`config.mk`:
```
export PLATFORM = sky130hd
export DESIGN_NAME = ps2_scancode_rx
export DESIGN_NICKNAME = d
export VERILOG_FILES = /design/src/rtl/ps2_pkg.sv /design/src/rtl/ps2_event_fifo.sv /design/src/rtl/ps2_scancode_rx.sv
export SDC_FILE = /design/constraint.sdc
export NUM_CORES = 1
export LEC_CHECK = 0
export ABC_CLOCK_PERIOD_IN_PS = 10650
export BUFFER_PORTS_ARGS = -buffer_cell sky130_fd_sc_hd__buf_2
export CAP_MARGIN = 25
export CORE_MARGIN = 1.5
export CORE_UTILIZATION = 45
export CTS_CLUSTER_SIZE = 12
export DETAILED_ROUTE_END_ITERATION = 10
export GPL_TIMING_DRIVEN = 0
export HOLD_SLACK_MARGIN = 0.15
export PLACE_DENSITY = 0.72
export SYNTH_ARGS = -nofsm -noshare
export SYNTH_HDL_FRONTEND = slang
export SYNTH_SLANG_ARGS = --single-unit
```
`constraint.sdc`:
```
create_clock -name clk_50 -period 10.65 [get_ports clk_50]
set_input_delay 0.5325 -clock clk_50 [delete_from_list [all_inputs] [get_ports clk_50]]
set_output_delay 0.5325 -clock clk_50 [all_outputs]
set_load 0.05 [all_outputs]
```
`src/rtl/ps2_pkg.sv`:
```
// Shared types and constants for the PS/2 scancode receiver.
// Holds the frame FSM encoding, the prefix byte values and the event record.
package ps2_pkg;

  typedef enum logic [1:0] {
    ST_IDLE   = 2'd0,
    ST_DATA   = 2'd1,
    ST_PARITY = 2'd2,
    ST_STOP   = 2'd3
  } ps2_state_t;

  localparam logic [7:0] PS2_EXT = 8'hE0;
  localparam logic [7:0] PS2_BRK = 8'hF0;

  typedef struct packed {
    logic       ext;
    logic       brk;
    logic [7:0] code;
  } ps2_evt_t;

endpackage

```
`src/rtl/ps2_event_fifo.sv`:
```
// Generic show-ahead synchronous FIFO with an occupancy level and a drop flag.
// A push into a full FIFO is still accepted when a pop happens in the same cycle.
module ps2_event_fifo #(
  parameter int WIDTH = 10,
  parameter int DEPTH = 8
) (
  input  logic                     clk,
  input  logic                     rst,
  input  logic                     push,
  input  logic [WIDTH-1:0]         push_data,
  input  logic                     pop_ready,
  output logic                     valid,
  output logic [WIDTH-1:0]         head,
  output logic [$clog2(DEPTH):0]   level,
  output logic                     overflow
);

  localparam int AW = $clog2(DEPTH);
  localparam int LW = AW + 1;

  logic [WIDTH-1:0] mem [DEPTH];
  logic [AW-1:0]    wr_ptr;
  logic [AW-1:0]    rd_ptr;
  logic             full;
  logic             pop;
  logic             push_ok;

  assign valid   = (level != '0);
  assign full    = (level == LW'(DEPTH));
  assign pop     = valid && pop_ready;
  assign push_ok = push && (!full || pop);
  assign head    = mem[rd_ptr];

  always_ff @(posedge clk or posedge rst) begin
    if (rst) begin
      for (int i = 0; i < DEPTH; i++) mem[i] <= '0;
    end else if (push_ok) begin
      mem[wr_ptr] <= push_data;
    end
  end

  // Pointers wrap naturally because DEPTH is a power of two.
  always_ff @(posedge clk or posedge rst) begin
    if (rst) begin
      wr_ptr   <= '0;
      rd_ptr   <= '0;
      level    <= '0;
      overflow <= 1'b0;
    end else begin
      overflow <= push && !push_ok;
      if (push_ok) wr_ptr <= wr_ptr + 1'b1;
      if (pop)     rd_ptr <= rd_ptr + 1'b1;
      case ({push_ok, pop})
        2'b10:   level <= level + 1'b1;
        2'b01:   level <= level - 1'b1;
        default: level <= level;
      endcase
    end
  end

endmodule

```
`src/rtl/ps2_scancode_rx.sv`:
```
// PS/2 device-to-host receiver: input conditioning, 11-bit deframing with timeout,
// E0/F0 prefix folding and a ready/valid event FIFO.
module ps2_scancode_rx
  import ps2_pkg::*;
#(
  parameter int CLK_HZ     = 50_000_000,
  parameter int FILTER_LEN = 5,
  parameter int TIMEOUT_US = 200,
  parameter int FIFO_DEPTH = 8
) (
  input  logic                          clk_50,
  input  logic                          areset,
  input  logic                          ps2_clk,
  input  logic                          ps2_dat,
  output logic                          evt_valid,
  input  logic                          evt_ready,
  output logic [7:0]                    evt_code,
  output logic                          evt_ext,
  output logic                          evt_brk,
  output logic [$clog2(FIFO_DEPTH):0]   fifo_level,
  output logic                          busy,
  output logic                          err_parity,
  output logic                          err_frame,
  output logic                          err_timeout,
  output logic                          err_overflow
);

  localparam int TIMEOUT_CYC = CLK_HZ / 1_000_000 * TIMEOUT_US;
  localparam int TW          = $clog2(TIMEOUT_CYC + 1);

  logic          clk_s1, clk_s2, dat_s1, dat_s2;
  logic          clk_filt;
  logic [7:0]    filt_cnt;
  logic          fall_edge;
  ps2_state_t    state, state_nxt;
  logic [2:0]    bit_cnt;
  logic [7:0]    shreg;
  logic          par_bit;
  logic [TW-1:0] to_cnt;
  logic          timeout_hit;
  logic          stop_edge, good_c, frame_bad_c, parity_bad_c;
  logic          byte_stb;
  logic [7:0]    byte_q;
  logic          ext_pend, brk_pend;
  logic          push_q;
  ps2_evt_t      push_evt, head_evt;

  // Idle PS/2 lines are high, so the synchronisers reset to 1.
  always_ff @(posedge clk_50 or posedge areset) begin
    if (areset) begin
      {clk_s1, clk_s2, dat_s1, dat_s2} <= 4'b1111;
    end else begin
      clk_s1 <= ps2_clk;
      clk_s2 <= clk_s1;
      dat_s1 <= ps2_dat;
      dat_s2 <= dat_s1;
    end
  end

  always_ff @(posedge clk_50 or posedge areset) begin
    if (areset) begin
      clk_filt  <= 1'b1;
      filt_cnt  <= '0;
      fall_edge <= 1'b0;
    end else begin
      fall_edge <= 1'b0;
      if (clk_s2 == clk_filt) begin
        filt_cnt <= '0;
      end else if (filt_cnt == 8'(FILTER_LEN - 1)) begin
        clk_filt  <= clk_s2;
        filt_cnt  <= '0;
        fall_edge <= clk_filt;
      end else begin
        filt_cnt <= filt_cnt + 8'd1;
      end
    end
  end

  assign timeout_hit = (state != ST_IDLE) && !fall_edge && (to_cnt == TW'(TIMEOUT_CYC));

  always_ff @(posedge clk_50 or posedge areset) begin
    if (areset)                               to_cnt <= '0;
    else if (fall_edge || state == ST_IDLE)   to_cnt <= '0;
    else if (to_cnt != TW'(TIMEOUT_CYC))      to_cnt <= to_cnt + 1'b1;
  end

  always_ff @(posedge clk_50 or posedge areset) begin
    if (areset) state <= ST_IDLE;
    else        state <= state_nxt;
  end

  always_comb begin
    state_nxt = state;
    if (timeout_hit) begin
      state_nxt = ST_IDLE;
    end else if (fall_edge) begin
      case (state)
        ST_IDLE:   if (!dat_s2) state_nxt = ST_DATA;
        ST_DATA:   if (bit_cnt == 3'd7) state_nxt = ST_PARITY;
        ST_PARITY: state_nxt = ST_STOP;
        default:   state_nxt = ST_IDLE;
      endcase
    end
  end

  // Stop-bit failure wins over parity failure.
  always_comb begin
    stop_edge    = fall_edge && (state == ST_STOP);
    frame_bad_c  = stop_edge && !dat_s2;
    parity_bad_c = stop_edge && dat_s2 && !(^{shreg, par_bit});
    good_c       = stop_edge && dat_s2 && (^{shreg, par_bit});
    busy         = (state != ST_IDLE);
  end

  always_ff @(posedge clk_50 or posedge areset) begin
    if (areset) begin
      bit_cnt <= '0;
      shreg   <= '0;
      par_bit <= 1'b0;
    end else if (timeout_hit) begin
      bit_cnt <= '0;
      shreg   <= '0;
    end else if (fall_edge) begin
      case (state)
        ST_IDLE: begin
          bit_cnt <= '0;
          shreg   <= '0;
        end
        ST_DATA: begin
          shreg   <= {dat_s2, shreg[7:1]};
          bit_cnt <= bit_cnt + 3'd1;
        end
        ST_PARITY: par_bit <= dat_s2;
        default: ;
      endcase
    end
  end

  always_ff @(posedge clk_50 or posedge areset) begin
    if (areset) begin
      byte_stb    <= 1'b0;
      byte_q      <= '0;
      err_frame   <= 1'b0;
      err_parity  <= 1'b0;
      err_timeout <= 1'b0;
    end else begin
      byte_stb    <= good_c;
      err_frame   <= frame_bad_c;
      err_parity  <= parity_bad_c;
      err_timeout <= timeout_hit;
      if (good_c) byte_q <= shreg;
    end
  end

  // Prefix bytes only arm flags; any other byte becomes one event.
  always_ff @(posedge clk_50 or posedge areset) begin
    if (areset) begin
      ext_pend <= 1'b0;
      brk_pend <= 1'b0;
      push_q   <= 1'b0;
      push_evt <= '0;
    end else begin
      push_q <= 1'b0;
      if (err_frame || err_parity || err_timeout) begin
        ext_pend <= 1'b0;
        brk_pend <= 1'b0;
      end else if (byte_stb) begin
        if (byte_q == PS2_EXT) begin
          ext_pend <= 1'b1;
        end else if (byte_q == PS2_BRK) begin
          brk_pend <= 1'b1;
        end else begin
          push_q   <= 1'b1;
          push_evt <= '{ext: ext_pend, brk: brk_pend, code: byte_q};
          ext_pend <= 1'b0;
          brk_pend <= 1'b0;
        end
      end
    end
  end

  ps2_event_fifo #(
    .WIDTH($bits(ps2_evt_t)),
    .DEPTH(FIFO_DEPTH)
  ) u_fifo (
    .clk       (clk_50),
    .rst       (areset),
    .push      (push_q),
    .push_data (push_evt),
    .pop_ready (evt_ready),
    .valid     (evt_valid),
    .head      (head_evt),
    .level     (fifo_level),
    .overflow  (err_overflow)
  );

  assign evt_code = head_evt.code;
  assign evt_ext  = head_evt.ext;
  assign evt_brk  = head_evt.brk;

endmodule

```
======== After elaboration in Yosys (flattened, before gate mapping) ========
Cells that the tools add are included.
word-level totals
  register bits after elaboration ......... 158
  input port bits ......................... 5
  output and inout bits ................... 20
  logic and storage cells ................. 141
cells by class
  add/subtract/negate cells ............... 7
  magnitude comparators ................... 3
  eq/ne operators ......................... 17
  muxes and demuxes ....................... 36
  bitwise logic cells ..................... 7
  reductions and logical operators ........ 36
operators with widths
  cell                                                      count
  bitwise mux 80 bit                                        1
  2-to-1 mux 8 bit                                          4
  binary-select mux 10 bit (select 3 bit)                   1
  demux 10 bit (select 3 bit)                               1
  2-to-1 mux 10 bit                                         3
  2-to-1 mux 14 bit                                         2
  equality test 8 bit, second input constant                2
  case mux 8 bit (2 select lines)                           1
  adder 14 x 1 -> 14 bit, second input constant             1
  equality test 14 bit, second input constant               1
  2-to-1 mux 1 bit                                          14
  != test 14 bit, second input constant                     1
  logical AND 1 bit                                         11
  nonzero test 2 bit                                        5
  adder 3 x 1 -> 3 bit, second input constant               3
  != test 3 bit, second input constant                      3
  XOR reduction 9 bit                                       1
  adder 8 x 1 -> 8 bit, second input constant               1
  equality test 8 x 3 -> 1 bit, second input constant       1
  greater-or-equal comparator 4 bit, second input constant  2
  2-to-1 mux 2 bit                                          4
  inverter 3 -> 4 bit                                       2
  case mux 4 bit (2 select lines)                           1
  AND reduction 2 bit                                       4
  other kinds (20)                                          36

======== Logic depth before layout (Yosys ltp) ========
  word-level depth ........................ 6
  gate-level depth with buffers ........... 12
  mapped depth without buffers ............ 11

======== Modules after synthesis ========
Synthesis repeated with hierarchy kept, for this count alone.
unflattened totals
  cells, all modules ...................... 531
  area, all modules ....................... 7338.3 µm²
by module, submodules not included
  module           times used  cells each  area an instance (µm²)  sequential area each (µm²)
  ps2_event_fifo   1           267         4327.9                  2277.2
  ps2_scancode_rx  1           264         3010.4                  1682.9

======== Worst setup path before layout ========
No wires, ideal clock.
  path kind ............................... reg-to-reg
  from .................................... register u_fifo.level[0]
  to ...................................... register u_fifo.level[3]
  library setup time ...................... 0.145 ns
  arrival time ............................ 2.836 ns
  data required time ...................... 10.505 ns
  setup slack ............................. 7.670 ns
  stages on the path, launching flop included .. 11
  buffers on the path ..................... 0
  clock period less this slack ............ 2.980 ns
  cell sequence ........................... dfrtp_1 or4_1 nand2_1 inv_1 ha_1 ha_1 a21o_1 a21oi_1 xnor2_1 nor2_1 xor2_1
between the ends
  longest elaborated chain between the ends .. 6
  elaborated cells on any way between the ends .. 12
  classes of those cells .................. add/sub: 2; eq/ne: 3; mux: 1; reduce/logical: 6
ends and longest elaborated chain
  what                                                                   line                   RTL
  from (decl)                                                            ps2_event_fifo.sv:14   output logic [$clog2(DEPTH):0] level,
  from (signal assigned)                                                 ps2_event_fifo.sv:54   2'b10: level <= level + 1'b1;
  from (signal assigned)                                                 ps2_event_fifo.sv:55   2'b01: level <= level - 1'b1;
  from (signal assigned)                                                 ps2_event_fifo.sv:56   default: level <= level;
  nonzero test 4 bit *                                                   ps2_event_fifo.sv:28   assign valid = (level != '0);
  named net evt_valid                                                    ps2_scancode_rx.sv:15  output logic evt_valid,
  logical AND 1 bit *                                                    ps2_event_fifo.sv:30   assign pop = valid && pop_ready;
  named net u_fifo.pop                                                   ps2_event_fifo.sv:25   logic pop;
  logical OR 1 bit                                                       ps2_event_fifo.sv:31   assign push_ok = push && (!full || pop);
  logical AND 1 bit                                                      ps2_event_fifo.sv:31
  equality test 2 x 1 -> 1 bit or equality test 2 bit (tied branches)    ps2_event_fifo.sv:53   case ({push_ok, pop})
  case mux 4 bit (2 select lines) or nonzero test 2 bit (tied branches)  --
The timed path passes the listed nets; every way through them passes the cells marked *.
A chain may end at the register's enable or synchronous reset.

======== Worst setup path in the final report ========
  from .................................... register u_fifo.rd_ptr[0]
  to ...................................... output evt_code[6]
between the ends
  longest elaborated chain between the ends .. 4
ends and longest elaborated chain
  what                                                  line                   RTL
  from (decl)                                           ps2_event_fifo.sv:23   logic [AW-1:0] rd_ptr;
  from (signal assigned)                                ps2_event_fifo.sv:52   if (pop) rd_ptr <= rd_ptr + 1'b1;
  inverter 3 -> 4 bit (not written as such)             ps2_event_fifo.sv:32   assign head = mem[rd_ptr];
  binary-select mux 10 bit (select 3 bit)               ps2_event_fifo.sv:32
  2-to-1 mux 10 bit (not written as such) (2 in a row)  ps2_event_fifo.sv:32
  to (decl)                                             ps2_scancode_rx.sv:17  output logic [7:0] evt_code,
No other way between the ends. The select of a mux whose other input is x is not followed.

==> reports/metrics.cfg <==
[yosys]
ys.flop_type = dfrtp_1
synth_enable_flop_cells = 0
synth.yosys.warnings = 0
synth_top_cell_by_area = dfrtp_1
synth_top_area_share = 0.531
syn-cell-area_mm2 = 0.00721
synthDistinctLibCells = 45
ys_ff_latch = 158
async_flop_share = 1.00
synthTopCellsByArea = dfrtp_1, mux2_2, mux4_2
syn_inst = 528
avgSynthCellArea_um2 = 13.6
yosysMostFrequentCell = dfrtp_1
ys_seq_area_frac = 0.550
synth_common_cells = dfrtp_1, mux2_2, nor2_1
syn-num-nets = 549

[floorplanning]
core_mm2 = 0.0158
fp-row-count = 46
die_area_mm2 = 0.0168
start_util = 0.457
die_w_um = 130
boundaryPins = 25
die_y_um = 130

[detailed_routing]
wl_mm = 13.0
avgRoutedWirePerCell_um = 16.2
vias = 4177
antenna_left = 0
detail_route.iter0.violations = 192
via_per_inst = 5.21
dr.pass1.iters = 6
drc = 0

[clocking]
clkSinkCount = 158
cts_tree = done
root_buffer = clkbuf_16
numCtsBuffers = 17
cts_hold_buf = 0
clk_latency_ns = 0.42
htree_levels = 4
ctsResizeCount = 0
path_clk_slew_ns = 0.06
post_cts_buffers = 0
clockBufferDepth = 2

[place]
hpwlAfterDp_mm = 8.70
gp_congestion = 0.781
port_buffers = 24
placed_area_mm2 = 0.00763

[status]
status = finished clean

[min_path]
worstHoldStart = ps2_dat
hold_path.class = input port to register
holdPathEnd = dat_s1
hold-path-cell-count = 1

[sta]
worst_pin_slew_ns = 0.720
hold_viol = 0
period_minus_slack_ns = 2.85
finalSetupViolCount = 0
rsz0062_at_grt = false
slew_headroom = 0.520
setup_tns_ns = 0
fin_crit_sh = 0.267
fmax_mhz = 351
timing.final.max_slew_violations = 0
finClkSkew_ns = 0.00588

[finish]
nets = 593
nFillCells = 1348
finalInstanceArea_mm2 = 0.00821
syn_to_final_growth_pct = 13.9
post-route-util = 0.520
drive_gt1_frac = 0.350
n_antenna_cell = 0

[critical_path]
worstPathRequired_ns = 10.12
end_kind = output port
path_max_fanout = 10
reg2reg_slack_ns = 8.03
worstPathArrival_ns = 2.31
reg2reg_from = u_fifo.level[0]
startpoint_type = register
criticalPathCategory = register to output port
reg2reg_to = u_fifo.level[3]
reg2reg_depth = 10

[global_route]
track_usage = 0.170
grt_pass1_wl_mm = 21.7
antenna_found_initial = 0
overflow = 0
first_global_vias = 4326
grt_max_degree = 82

[power_and_ir_drop]
max-vdd-ir-drop_v = 0.000145
leakagePower_nw = 4.02
cellPowerDensity_mw_per_mm2 = 191
power_mw = 1.56

[flow_run]
cap_violations = 0

[critical path, stage by stage (launching register included)]
cell and delay (ns):
dfrtp_1 0.43, buf_2 0.38, mux4_2 0.59, mux2_2 0.28, buf_2 0.21
[stage by stage]
step | hold WS (ns) | std cells | setup WS, ns
floorplan | 0.345 | 528 | 5.86
global placement | 0.345 | 768 | 4.41
detailed placement | 0.347 | 769 | 8.05
CTS | 0.189 | 801 | 7.77
global route | 0.189 | 801 | 7.69
finish | 0.205 | 801 | 7.80
[layout by cell type (no fill, tap or decap), types with 2 or more instances in the layout]
cell	count
nand4_1	5
mux2_4	20
and2_1	2
o21ai_0	12
and3_1	5
mux2_2	90
buf_2	30
nand2_1	23
clkbuf_16	17
clkbuf_8	2
mux2i_1	2
nor3_1	5
clkinvlp_4	3
nor4b_1	2
nand3b_1	2
buf_6	2
or3_1	4
nor3b_1	2
nand4b_1	3
dfrtp_1	153
a22oi_1	10
ha_1	15
inv_1	16
a21oi_1	10
clkbuf_1	16
dfstp_2	5
bufinv_16	2
mux4_2	20
xnor2_1	16
nand3_1	12
nor2_1	39
xor2_1	15
clkinv_2	5
[report_power, final]
part | switching [mW] | leakage, nW | internal, mW
Clock | 0.232 | 0.279 | 0.355
Combinational | 0.183 | 1.58 | 0.114
Sequential | 0.0416 | 2.16 | 0.638
Total | 0.457 | 4.02 | 1.11
[sequential cells by signal, indices dropped and copies added, names as in the netlist, 4 cells and up]
register      count
u_fifo.level      4
filt_cnt          8
u_fifo.mem       80
push_evt         10
shreg             8
to_cnt           14
byte_q            8
[logic make-up after synthesis]
group / Yosys count / share of synthesized area
AOI/OAI and AO/OA: 38 / 0.0325
xor gates and xnor gates: 31 / 0.0377
adders and majority gates: 16 / 0.0288
buffers and inverters: 41 / 0.0254
DFF: 158 / 0.550
muxes: 133 / 0.250
and+or+nand+nor: 111 / 0.0766
[layout make-up]
cell class                      instances  area, µm²  area share
Multi-Input combinational cell        329       3060       0.373
Clock inverter                         11        116      0.0142
Buffer                                 23        113      0.0137
Inverter                               18       75.1     0.00915
Timing Repair Buffer                   25        148      0.0180
Clock buffer                           21        460      0.0561
Sequential cell                       158       3960       0.483
Tap cell                              216        270      0.0329
[how the worst max path moves through the flow]
| stage | from | endpoint | slack [ns] | cells after the start |
|---|---|---|---|---|
| after floorplan | areset | bit_cnt[0] | 5.86 | 1 |
| after global placement | areset | u_fifo.mem[63] | 4.41 | 2 |
| after detailed placement | u_fifo.level[0] | u_fifo.level[3] | 8.05 | 10 |
| after CTS | u_fifo.rd_ptr[0] | evt_code[6] | 7.77 | 4 |
| after global routing | u_fifo.rd_ptr[0] | evt_code[6] | 7.69 | 4 |
| final | u_fifo.rd_ptr[0] | evt_code[6] | 7.80 | 4 |
[metal layers]
metal,GRT usage,share of wire,vias to the layer above
met2,0.280,0.49,39
li1,-,-,1975
met1,0.222,0.47,2150
met3,0.0442,0.028,13
met4,0.0529,0.011,0
met5,0,0,-
No activity file was read; power rests on OpenSTA's default activity.
